File: src/rtl/flag_pkg.sv
// Shared constants for the status-flag unit.
// Flag bit positions, branch condition codes, default opcode masks.
package flag_pkg;

  localparam int FLAG_Z = 2;
  localparam int FLAG_V = 1;
  localparam int FLAG_N = 0;

  localparam logic [2:0] COND_NE = 3'd0;
  localparam logic [2:0] COND_EQ = 3'd1;
  localparam logic [2:0] COND_GT = 3'd2;
  localparam logic [2:0] COND_LT = 3'd3;
  localparam logic [2:0] COND_GE = 3'd4;
  localparam logic [2:0] COND_LE = 3'd5;
  localparam logic [2:0] COND_OV = 3'd6;
  localparam logic [2:0] COND_UN = 3'd7;

  localparam logic [3:0] OP_ADD    = 4'd0;
  localparam logic [3:0] OP_PADDSB = 4'd1;
  localparam logic [3:0] OP_SUB    = 4'd2;

  // Opcodes with op[3]=1 are non-ALU and touch no flag.
  localparam logic [15:0] DEF_Z_MASK = 16'h00FD;
  localparam logic [15:0] DEF_V_MASK = 16'h0005;
  localparam logic [15:0] DEF_N_MASK = 16'h0005;

  // Overlay masked bits of val onto cur.
  function automatic logic [2:0] merge(
    input logic [2:0] cur,
    input logic [2:0] mask,
    input logic [2:0] val
  );
    return (cur & ~mask) | (val & mask);
  endfunction

endpackage

File: src/rtl/flag_unit_pipe_cond.sv
// Branch condition decoder: flags {Z,V,N} + cond code -> true/false.
// Ports: eff (flags seen by branch), cond (code), hit (condition true).
module flag_cond_eval
  import flag_pkg::*;
(
  input  logic [2:0] eff,
  input  logic [2:0] cond,
  output logic       hit
);

  logic z, v, n;

  assign z = eff[FLAG_Z];
  assign v = eff[FLAG_V];
  assign n = eff[FLAG_N];

  always_comb begin
    hit = 1'b0;
    unique case (cond)
      COND_NE: hit = ~z;
      COND_EQ: hit = z;
      COND_GT: hit = ~z & ~n;
      COND_LT: hit = n;
      COND_GE: hit = z | ~n;
      COND_LE: hit = n | z;
      COND_OV: hit = v;
      COND_UN: hit = 1'b1;
    endcase
  end

endmodule

File: src/rtl/flag_unit_pipe.sv
// Z/V/N flag unit: one-entry pending stage, masked commit, branch eval.
// Ports: EX capture (ex_*, alu_*, stall, flush), ID branch (br_*), flags.
module flag_unit_pipe
  import flag_pkg::*;
#(
  parameter int OP_W = 4,
  parameter logic [(2**OP_W)-1:0] UPD_Z_MASK = 16'h00FD,
  parameter logic [(2**OP_W)-1:0] UPD_V_MASK = 16'h0005,
  parameter logic [(2**OP_W)-1:0] UPD_N_MASK = 16'h0005,
  parameter int BYPASS = 1
) (
  input  logic            clk,
  input  logic            rst_n,
  input  logic            ex_valid,
  input  logic [OP_W-1:0] ex_opcode,
  input  logic            alu_z,
  input  logic            alu_v,
  input  logic            alu_n,
  input  logic            stall,
  input  logic            flush,
  input  logic            br_valid,
  input  logic [2:0]      br_cond,
  output logic            br_taken,
  output logic            br_stall,
  output logic [2:0]      flags,
  output logic            pend_valid
);

  localparam logic BYP = (BYPASS != 0);

  logic       cap;
  logic [2:0] cap_mask;
  logic [2:0] pend_mask;
  logic [2:0] pend_val;
  logic [2:0] eff;
  logic       hit;

  assign cap = ex_valid & ~stall & ~flush;

  assign cap_mask = {UPD_Z_MASK[ex_opcode],
                     UPD_V_MASK[ex_opcode],
                     UPD_N_MASK[ex_opcode]};

  // The pending entry is older than EX, so it commits
  // regardless of stall/flush; capture and commit share an edge.
  always_ff @(posedge clk or negedge rst_n) begin
    if (!rst_n) begin
      pend_valid <= 1'b0;
      pend_mask  <= 3'b000;
      pend_val   <= 3'b000;
      flags      <= 3'b000;
    end else begin
      pend_valid <= cap;
      if (cap) begin
        pend_mask <= cap_mask;
        pend_val  <= {alu_z, alu_v, alu_n};
      end
      if (pend_valid)
        flags <= merge(flags, pend_mask, pend_val);
    end
  end

  always_comb begin
    eff = flags;
    if (BYP && pend_valid)
      eff = merge(flags, pend_mask, pend_val);
  end

  flag_cond_eval u_cond (
    .eff  (eff),
    .cond (br_cond),
    .hit  (hit)
  );

  assign br_stall = br_valid & pend_valid & ~BYP;
  assign br_taken = br_valid & ~br_stall & hit;

endmodule

File: config.mk
export PLATFORM = sky130hd
export DESIGN_NAME = flag_unit_pipe
export DESIGN_NICKNAME = d
export VERILOG_FILES = /design/src/rtl/flag_pkg.sv /design/src/rtl/flag_unit_pipe_cond.sv /design/src/rtl/flag_unit_pipe.sv
export SDC_FILE = /design/constraint.sdc
export NUM_CORES = 1
export LEC_CHECK = 0
export ABC_AREA = 0
export CORE_AREA = 5 5 42 44
export DETAILED_ROUTE_END_ITERATION = 10
export DIE_AREA = 0 0 47 49
export PLACE_DENSITY = 0.68
export SLEW_MARGIN = 20
export SYNTH_ARGS = -nofsm -noshare
export SYNTH_HDL_FRONTEND = slang
export SYNTH_SLANG_ARGS = --single-unit
File: constraint.sdc
create_clock -name clk -period 3.15 [get_ports clk]
set_clock_uncertainty 0.1 [all_clocks]
set_input_delay 0.315 -clock clk [delete_from_list [all_inputs] [get_ports clk]]
set_output_delay 0.315 -clock clk [all_outputs]
set_load 0.02 [all_outputs]
==> results of run 1 <==
-- flip-flops by register name, summed over array words and instances, names as in the netlist --
signal / flops
flags: 3
pend_mask: 2
pend_val: 3
pend_valid: 1
-- worst max-delay path, cell delays in order, from the launching register on --
cell and delay, ns:
dfrtp_1 0.43, and3_4 0.20, or2_4 0.26, a211o_1 0.29, a311oi_1 0.25, clkdlybuf4s50_1 0.64
-- logic make-up (layout without fill, tap and decap cells) --
family	count (synthesis)	count (layout)	synth area share [%]
AOI/OAI and AO/OA	12	12	22.0
and+or+nand+nor	10	10	12.1
DFF	9	9	50.7
muxes	4	4	10.1
buffers and inverters	4	27	4.23
other	1	1	0.844
-- through the flow --
stage / power [uW] / hold WS, ns
6_report: 370 / 0.246
5_1_grt: 395 / 0.283
4_1_cts: 377 / 0.253
3_5_place_dp: 287 / 0.396
3_3_place_gp: 287 / 0.391
2_1_floorplan: 225 / -0.0806
-- final cells by class --
| class | count | share of cell area, % |
|---|---|---|
| multi-input cells | 27 | 29.3 |
| repair buffers | 20 | 29.3 |
| flip-flops and latches | 9 | 33.0 |
| inverters | 3 | 1.65 |
| clock buffers | 4 | 3.85 |
| well taps | 16 | 2.93 |
-- how the worst max path moves through the flow --
stage,to,slack [ns],cells after the start
floorplan,br_taken,0.89,4
global placement,br_taken,0.68,5
detailed placement,br_taken,0.68,5
CTS,br_taken,0.39,5
global route,br_taken,0.31,5
finish,br_taken,0.41,5
-- per-layer routing --
| metal | up-vias | global-route usage (%) |
|---|---|---|
| li1 | 197 | - |
| met1 | 177 | 10.7 |
| met4 | 0 | 6.91 |
| met5 | - | 0 |
| met3 | 2 | 5.17 |
| met2 | 14 | 11.3 |
-- power by group through the flow --
stage	Clock [uW]	Combinational (uW)	Sequential (uW)
finish	84.6	133	152
floorplan	0	57.3	168
global placement	0	133	154
global route	95.2	144	155
CTS	89.2	135	152
detailed placement	0	133	154
-- cells in the final DEF, fill, tap and decap left out --
cell type	n
clkdlybuf4s50_1	20
dfrtp_1	9
nand2_1	4
mux2_2	4
inv_1	3
clkbuf_4	3
nor2_1	2
o41ai_1	2
and3_4	1
a21boi_0	1
or2_4	1
nand3_1	1
a21bo_2	1
o2111ai_1	1
o211ai_1	1
a211o_1	1
and3_1	1
a21oi_1	1
a2111oi_0	1
a311oi_1	1
a211oi_1	1
a21o_1	1
conb_1	1
clkbuf_1	1
==> qor_table.md, run 1 <==
| Parameter | Reported | Unit |
| --- | --- | --- |
| Outcome | finished clean | - |
| CP Data Required Time | 2.73 | ns |
| Area used by sequential logic in the layout | 225 | sq um |
| Most instantiated library cell after synthesis | dfrtp_1 | - |
| Reg2Reg Launch Point | pend_valid | - |
| Nets in the synthesized netlist | 56 | - |
| Post-route design area | 683 | sq um |
| Synthesized area divided by synthesized cell count | 11.1 | sq um |
| Setup repair after global routing missed its margin | false | - |
| Pin count of the biggest net entering global routing | 10 | - |
| Register clock-pin slew on the reported worst setup and hold paths | 0.06 | ns |
| Layout fillers | 142 | - |
| Number of nets at the end of the flow | 80 | - |
| Number of distinct library cell variants in the gate-level netlist after synthesis | 22 | - |
| Routability congestion estimate from global placement | 0.680 | - |
| Top layer used by detailed routing | met4 | - |
| Number of buffers added by the clock tree synthesis step | 3 | - |
| Area of the multi-input gates | 200 | sq um |
| Sw frac | 29.2 | % |
| Register-to-Register Path Depth | 2 | - |
| Data arrival time of the critical path | 2.32 | ns |
| Gate power share | 36.0 | % |
| Remaining antenna violation count | 0 | - |
| VDD IR max | 0.208 | mV |
| Vertical extent of the die | 49 | um |
| Number of core rows | 14 | - |
| Final count of hold timing violations | 0 | - |
| Reg2reg end | flags[0] | - |
| Yosys top cell by area | dfrtp_1 | - |
| Count of mapped cells out of synthesis | 40 | - |
| TritonCTS Sinks | 9 | - |
| Effective utilization at floorplan | 31.7 | % |
| Path type of the worst setup path | register to primary output | - |
| Dominant cells by area after synthesis | dfrtp_1 51%, mux2_2 10%, o41ai_1 3.9% | - |
| Post-layout min period | 2.74 | ns |
| Number of DRC violations after detailed-routing iteration 0 | 0 | - |
| Clock tree from TritonCTS | built | - |
| Vias per Instance | 4.94 | - |
| Fraction of final layout cells with drive strength greater than 1 | 15.9 | % |
| Crit path launch type | register | - |
| Final Routed Wirelength | 934 | um |
| Internal Dissipation | 262 | uW |
| Die area | 0.00230 | sq mm |
| Clk pwr share | 22.9 | % |
| Overall Global Routing Usage | 8.97 | % |
| Resize count post-CTS | 0 | - |
| Largest fanout on the critical path | 6 | - |
| Initial antenna violation count | 0 | - |
| Number of post-CTS setup repair buffers | 0 | - |
| Metal2 WL | 442 | um |
| Count of H-tree levels built during CTS | 1 | - |
| Placeable core area | 0.00140 | sq mm |
| Buffer type at the clock tree root | clkbuf_4 | - |
| CTS Buffer Depth | 2 | - |
| Path class of the lowest-slack min-delay path | input pin to async pin | - |
| Count of final setup violators | 0 | - |
| Top-area cell type share of the netlist area | 50.7 | % |
| Global-route wire length before repair | 1.43 | mm |
| Via count | 390 | - |
| Tcrit/Tclk final | 86.9 | % |
| Overflow left after global routing | 0 | - |
| Portion of the post-synthesis area used by sequential elements | 50.7 | % |
| Kind of end point of the critical path | primary output | - |
| Yosys warnings | 0 | - |
| Setup Total Neg Slack | 0 | ns |
| # hold bufs at CTS | 0 | - |
| Die W | 47 | um |
| Part of the total power dissipated in sequential elements | 41.1 | % |
| Setup slack on the worst flop-to-flop path | 2.04 | ns |
| Routed wire length per instance | 11.8 | um |
| Post-synthesis async set-or-reset flop share | 100 | % |
| Number of enable flip-flop cells after synthesis | 0 | - |
| Initial DRT Pass Iterations | 1 | - |
| Worst setup startpoint | pend_valid | - |
| Final Core Density | 48.8 | % |
| LEAKAGE | 0.000303 | uW |
| Post-Route M1 WL | 362 | um |
| Number of maximum-capacitance violations | 0 | - |
| WL met3 | 118 | um |
| Fin. max-slew vios | 0 | - |
| FF+latch count, synth | 9 | - |
| Post-route setup slack | 0.414 | ns |
| Antenna cell count | 0 | - |
| Boundary pin count | 22 | - |
| Fin cells | 79 | - |
| Max frequency | 365 | MHz |
| Netlist Area Pre-Place | 444 | sq um |
| Clock latency on the worst-skew pair | 0.25 | ns |
| Most instantiated cells after synthesis | 9 x dfrtp_1, 4 x mux2_2, 4 x nand2_1, 3 x inv_1 | - |
| Area growth, synth to finish | 53.8 | % |
| Cell area reported after detailed placement | 657 | sq um |
| Placed cell count | 75 | - |
| Final HPWL from detailed placement | 762 | um |
| Predominant post-synthesis flop cell | dfrtp_1 | - |
| DR DRC count | 0 | - |
| Total power divided by cell area | 541 | mW/mm^2 |
| Worst slack after detailed placement | 0.681 | ns |
| Number of port buffers | 20 | - |
| Switching power | 108 | uW |
| Number of global-route vias before repair | 350 | - |
(Power assumes the default switching activity.)
==> inputs of run 2 (changes only) <==
- CORE_AREA: 5 5 42 44 -> 2 2 39 41
- DIE_AREA: 0 0 47 49 -> 0 0 41 43
==> run 2 against run 1 <==
  * Total power about the same
  * Count of clock-buffer cells in the layout unchanged
  * Design area is the same
  * Combinational power about the same
  * Sequential share of layout area unchanged
  * Global-route usage is 4.5 points higher
  * Non-clock buffer count did not move
  * Critical endpoint unchanged
  * Largest power group unchanged
==> qor_table.md, run 2 (synthesis results as in run 1) <==
| Parameter | Reported | Unit |
| --- | --- | --- |
| Outcome | finished clean | - |
| Power consumption | 370 | uW |
| Most frequent standard cell in the layout excluding fill and tap cells | clkdlybuf4s50_1 | - |
| Final Routed Wirelength | 862 | um |
| Placeable core area | 0.00138 | sq mm |
| Number of global-route vias before repair | 390 | - |
| Initial antenna violation count | 0 | - |
| Pin count of the biggest net entering global routing | 10 | - |
| Register clock-pin slew on the reported worst setup and hold paths | 0.06 | ns |
| Most frequent cells in the layout | 20 x clkdlybuf4s50_1, 9 x dfrtp_1, 4 x nand2_1, 4 x mux2_2 | - |
| Buffer type at the clock tree root | clkbuf_4 | - |
| Leading registers by flop count | flags (3), pend_val (3), pend_mask (2) | - |
| Remaining antenna violation count | 0 | - |
| Final Hold Slack | 0.246 | ns |
| Clock latency on the worst-skew pair | 0.26 | ns |
| Crit path launch type | register | - |
| Area of the multi-input gates | 200 | sq um |
| Total power divided by cell area | 541 | mW/mm^2 |
| Number of maximum-capacitance violations | 0 | - |
| Effective utilization at floorplan | 32.1 | % |
| Vias per Instance | 4.99 | - |
| Setup repair after global routing missed its margin | false | - |
| Ordered list of cells on the worst path | and3_4, or2_4, a211o_1, a311oi_1, clkdlybuf4s50_1 | - |
| Number of post-CTS setup repair buffers | 0 | - |
| Number of port buffers | 20 | - |
| Die area | 0.00176 | sq mm |
| Number of buffers added by the clock tree synthesis step | 3 | - |
| CTS Buffer Depth | 2 | - |
| Post-layout min period | 2.73 | ns |
| Cell type group with the largest total delay on the critical path | buffers and inverters | - |
| Fraction of final layout cells with drive strength greater than 1 | 15.9 | % |
| CP Data Required Time | 2.73 | ns |
| Number of nets at the end of the flow | 80 | - |
| Kind of end point of the critical path | primary output | - |
| Largest fanout on the critical path | 6 | - |
| Biggest cell delay along the critical path | 0.64 | ns |
| Number of DRC violations after detailed-routing iteration 0 | 4 | - |
| Data arrival time of the critical path | 2.32 | ns |
| Count of H-tree levels built during CTS | 1 | - |
| Max stage delay cell, worst path | clkdlybuf4s50_1 | - |
| Path type of the worst setup path | register to primary output | - |
| Via count | 394 | - |
| Area used by sequential logic in the layout | 225 | sq um |
| Post-Route M1 WL | 348 | um |
| Number of core rows | 14 | - |
| Global-route wire length before repair | 1.49 | mm |
| Vertical extent of the die | 43 | um |
| Resize count post-CTS | 0 | - |
| Path class of the lowest-slack min-delay path | input pin to async pin | - |
| Die W | 41 | um |
| Routed wire length per instance | 10.9 | um |
| Overall Global Routing Usage | 13.5 | % |
| Routability congestion estimate from global placement | 0.654 | - |
| # hold bufs at CTS | 0 | - |
| Metal2 WL | 406 | um |
| Initial DRT Pass Iterations | 2 | - |
| Final count of hold timing violations | 0 | - |
| Boundary pin count | 22 | - |
| Count of buffering cells on the critical path with inverters included | 1 | - |
| Top layer used by detailed routing | met4 | - |
| Tcrit/Tclk final | 86.8 | % |
| DR DRC count | 0 | - |
| Antenna cell count | 0 | - |
| Count of final setup violators | 0 | - |
| LEAKAGE | 0.000303 | uW |
| TritonCTS Sinks | 9 | - |
| WL met3 | 70 | um |
| Layout fillers | 150 | - |
| Clock tree from TritonCTS | built | - |
| Overflow left after global routing | 0 | - |
| VDD IR max | 0.251 | mV |
| Fin. max-slew vios | 0 | - |
| Area growth, synth to finish | 53.8 | % |
| Final HPWL from detailed placement | 707 | um |
| Max frequency | 366 | MHz |
| Setup Total Neg Slack | 0 | ns |
==> run 2: cell counts in the layout (fill, tap and decap cells not counted) <==
Identical to the previous run, type by type.
==> run 2: layer usage <==
layer,GRT usage [%],vias to the layer above
met2,20.0,17
met4,14.0,0
met3,1.57,4
met5,0,-
met1,15.0,180
li1,-,193
==> run 2: area by class of cell <==
| class | count | area share, % |
|---|---|---|
| sequential | 9 | 33.0 |
| multi-input combinational | 27 | 29.3 |
| timing repair buffer | 20 | 29.3 |
| clock buffer | 4 | 3.85 |
| tap | 16 | 2.93 |
| inverter | 3 | 1.65 |
==> run 2: worst paths after layout <==
| kind | endpoint | cells after the start | from | slack [ns] |
|---|---|---|---|---|
| worst max-delay path | br_taken | 5 | pend_valid | 0.42 |
| worst min-delay path | pend_valid | 1 | rst_n | 0.25 |
| worst max register to register | flags[0] | 2 | pend_valid | 2.04 |
| worst min register to register | pend_val[1] | 1 | pend_val[1] | 0.40 |
| min in group clk | pend_val[1] | 1 | pend_val[1] | 0.40 |
| max in group asynchronous | flags[1] | 1 | rst_n | 2.43 |
==> run 2: power by group <==
group	internal, uW	switching [uW]	total (uW)
combinational	74.2	58.5	133
sequential	139	12.8	152
clock	48.6	36.7	85.3
total	262	108	370
==> run 2: worst reg2reg max path, delay by kind of cell (launching register included) <==
kind / cells / cell delay, ns
flops: 1 / 0.43
simple gates: 2 / 0.46
==> run 2: through the flow <==
stage               cell area [sq um]  setup slack (ns)  std cells  utilization [%]
floorplan                         444             0.892         40                -
global placement                  657             0.709         75             47.5
detailed placement                657             0.685         75             47.5
CTS                               683             0.400         79             49.4
global route                      683             0.319         79             49.4
finish                            683             0.417         79             49.4
==> inputs of run 3 (changes only) <==
- PLACE_DENSITY: 0.68 -> 0.78
==> run 3 against run 2 <==
  * Non-clock buffer count unchanged
  * First-iteration DRC count down 100%
  * Sequential share of layout area unchanged
  * Utilization unchanged
  * Clock power up 5.6%
  * Critical path type unchanged
  * Largest cell class unchanged
==> qor_table.md, run 3 (synthesis results as in run 1) <==
| Parameter | Reported | Unit |
| --- | --- | --- |
| Outcome | finished clean | - |
| Crit path launch type | register | - |
| CTS Buffer Depth | 2 | - |
| Routed wire length per instance | 12.1 | um |
| Initial DRT Pass Iterations | 1 | - |
| Number of maximum-capacitance violations | 0 | - |
| Cell area reported after detailed placement | 657 | sq um |
| Most utilized layer in the global route result | met2 | - |
| Reg2reg end | flags[0] | - |
| Final count of hold timing violations | 0 | - |
| Die W | 41 | um |
| # hold bufs at CTS | 0 | - |
| Final Routed Wirelength | 957 | um |
| Most frequent standard cell in the layout excluding fill and tap cells | clkdlybuf4s50_1 | - |
| Setup repair after global routing missed its margin | false | - |
| Final HPWL from detailed placement | 697 | um |
| Post-route design area | 683 | sq um |
| Clock latency on the worst-skew pair | 0.26 | ns |
| Met3 global-route usage | 8.38 | % |
| Area used by sequential logic in the layout | 225 | sq um |
| Most frequent cells in the layout | 20 x clkdlybuf4s50_1, 9 x dfrtp_1, 4 x nand2_1, 4 x mux2_2 | - |
| TritonCTS Sinks | 9 | - |
| Setup slack on the worst flop-to-flop path | 2.05 | ns |
| Global-route wire length before repair | 1.60 | mm |
| Clock tree from TritonCTS | built | - |
| CP Data Required Time | 2.73 | ns |
| Number of post-CTS setup repair buffers | 0 | - |
| Register-to-Register Path Depth | 2 | - |
| Reg2Reg Launch Point | pend_valid | - |
| Data arrival time of the critical path | 2.32 | ns |
| Initial antenna violation count | 0 | - |
| Buffer type at the clock tree root | clkbuf_4 | - |
| Met2 Resource Use GR | 21.3 | % |
| Post-route setup slack | 0.416 | ns |
| Pin count of the biggest net entering global routing | 10 | - |
| Largest fanout on the critical path | 6 | - |
| Kind of end point of the critical path | primary output | - |
| Met1 Usage GRT | 15.4 | % |
| Total power divided by cell area | 548 | mW/mm^2 |
| Antenna cell count | 0 | - |
| Placed cell count | 75 | - |
| Resize count post-CTS | 0 | - |
| Power consumption | 374 | uW |
| Area growth, synth to finish | 53.8 | % |
| VDD IR max | 0.280 | mV |
| Path class of the lowest-slack min-delay path | input pin to async pin | - |
| Max frequency | 366 | MHz |
| Die area | 0.00176 | sq mm |
| DR DRC count | 0 | - |
| Overflow left after global routing | 0 | - |
| Number of DRC violations after detailed-routing iteration 0 | 0 | - |
| LEAKAGE | 0.000303 | uW |
| Leading registers by flop count | flags (3), pend_val (3), pend_mask (2) | - |
| Layout fillers | 141 | - |
| Overall Global Routing Usage | 14.1 | % |
| Path type of the worst setup path | register to primary output | - |
| Via count | 397 | - |
| Number of port buffers | 20 | - |
| Setup Total Neg Slack | 0 | ns |
| Effective utilization at floorplan | 32.1 | % |
| Boundary pin count | 22 | - |
| Placeable core area | 0.00138 | sq mm |
| Count of final setup violators | 0 | - |
| Fraction of final layout cells with drive strength greater than 1 | 15.9 | % |
| Register clock-pin slew on the reported worst setup and hold paths | 0.06 | ns |
| Fin cells | 79 | - |
| Fin. max-slew vios | 0 | - |
| Number of nets at the end of the flow | 80 | - |
| Count of H-tree levels built during CTS | 1 | - |
| Vertical extent of the die | 43 | um |
| Number of global-route vias before repair | 388 | - |
| Vias per Instance | 5.03 | - |
| Worst slack after detailed placement | 0.703 | ns |
| Number of buffers added by the clock tree synthesis step | 3 | - |
| Tcrit/Tclk final | 86.8 | % |
| Number of core rows | 14 | - |
| Remaining antenna violation count | 0 | - |
| Area of the multi-input gates | 200 | sq um |
| Routability congestion estimate from global placement | 0.668 | - |
| Post-layout min period | 2.73 | ns |
## run 3: cell counts in the layout (fill, tap and decap cells not counted)
No cell type changed its count.
## run 3: final cells by class
type / count / share of cell area [%]
flip-flops and latches: 9 / 33.0
multi-input cells: 27 / 29.3
repair buffers: 20 / 29.3
clock buffers: 4 / 3.85
well taps: 16 / 2.93
inverters: 3 / 1.65
## run 3: metal layers
layer / vias up / wire length [um] / part of all wire [%]
met1: 175 / 386 / 40
met4: 0 / 13 / 1.4
met2: 20 / 458 / 48
li1: 200 / - / -
met5: - / 0 / 0
met3: 2 / 98 / 10
## run 3: worst max path at each step
stage / depth (start not counted) / startpoint / to
finish: 5 / pend_valid / br_taken
global route: 5 / pend_valid / br_taken
CTS: 5 / pend_valid / br_taken
detailed placement: 5 / pend_valid / br_taken
global placement: 6 / br_cond[1] / br_taken
floorplan: 4 / pend_valid / br_taken
## run 3: worst max-delay path, stage by stage (launching register included)
cell and delay, ns:
dfrtp_1 0.43, and3_4 0.20, or2_4 0.25, a211o_1 0.28, a311oi_1 0.25, clkdlybuf4s50_1 0.64
## run 3: report_power, final
| part | total (uW) | leakage (uW) | switching, uW | internal [uW] |
|---|---|---|---|---|
| Sequential | 153 | 0.000114 | 13.5 | 139 |
| Combinational | 132 | 0.000174 | 57.5 | 74.1 |
| Clock | 90.1 | 0.0000150 | 41.2 | 48.9 |
| Total | 374 | 0.000303 | 112 | 262 |
## run 3: per-stage QoR
| step | util (%) | hold WS (ns) |
|---|---|---|
| after global placement | 47.5 | 0.384 |
| final | 49.4 | 0.246 |
| after CTS | 49.4 | 0.256 |
| after detailed placement | 47.5 | 0.397 |
| after global routing | 49.4 | 0.275 |
| after floorplan | - | -0.0806 |
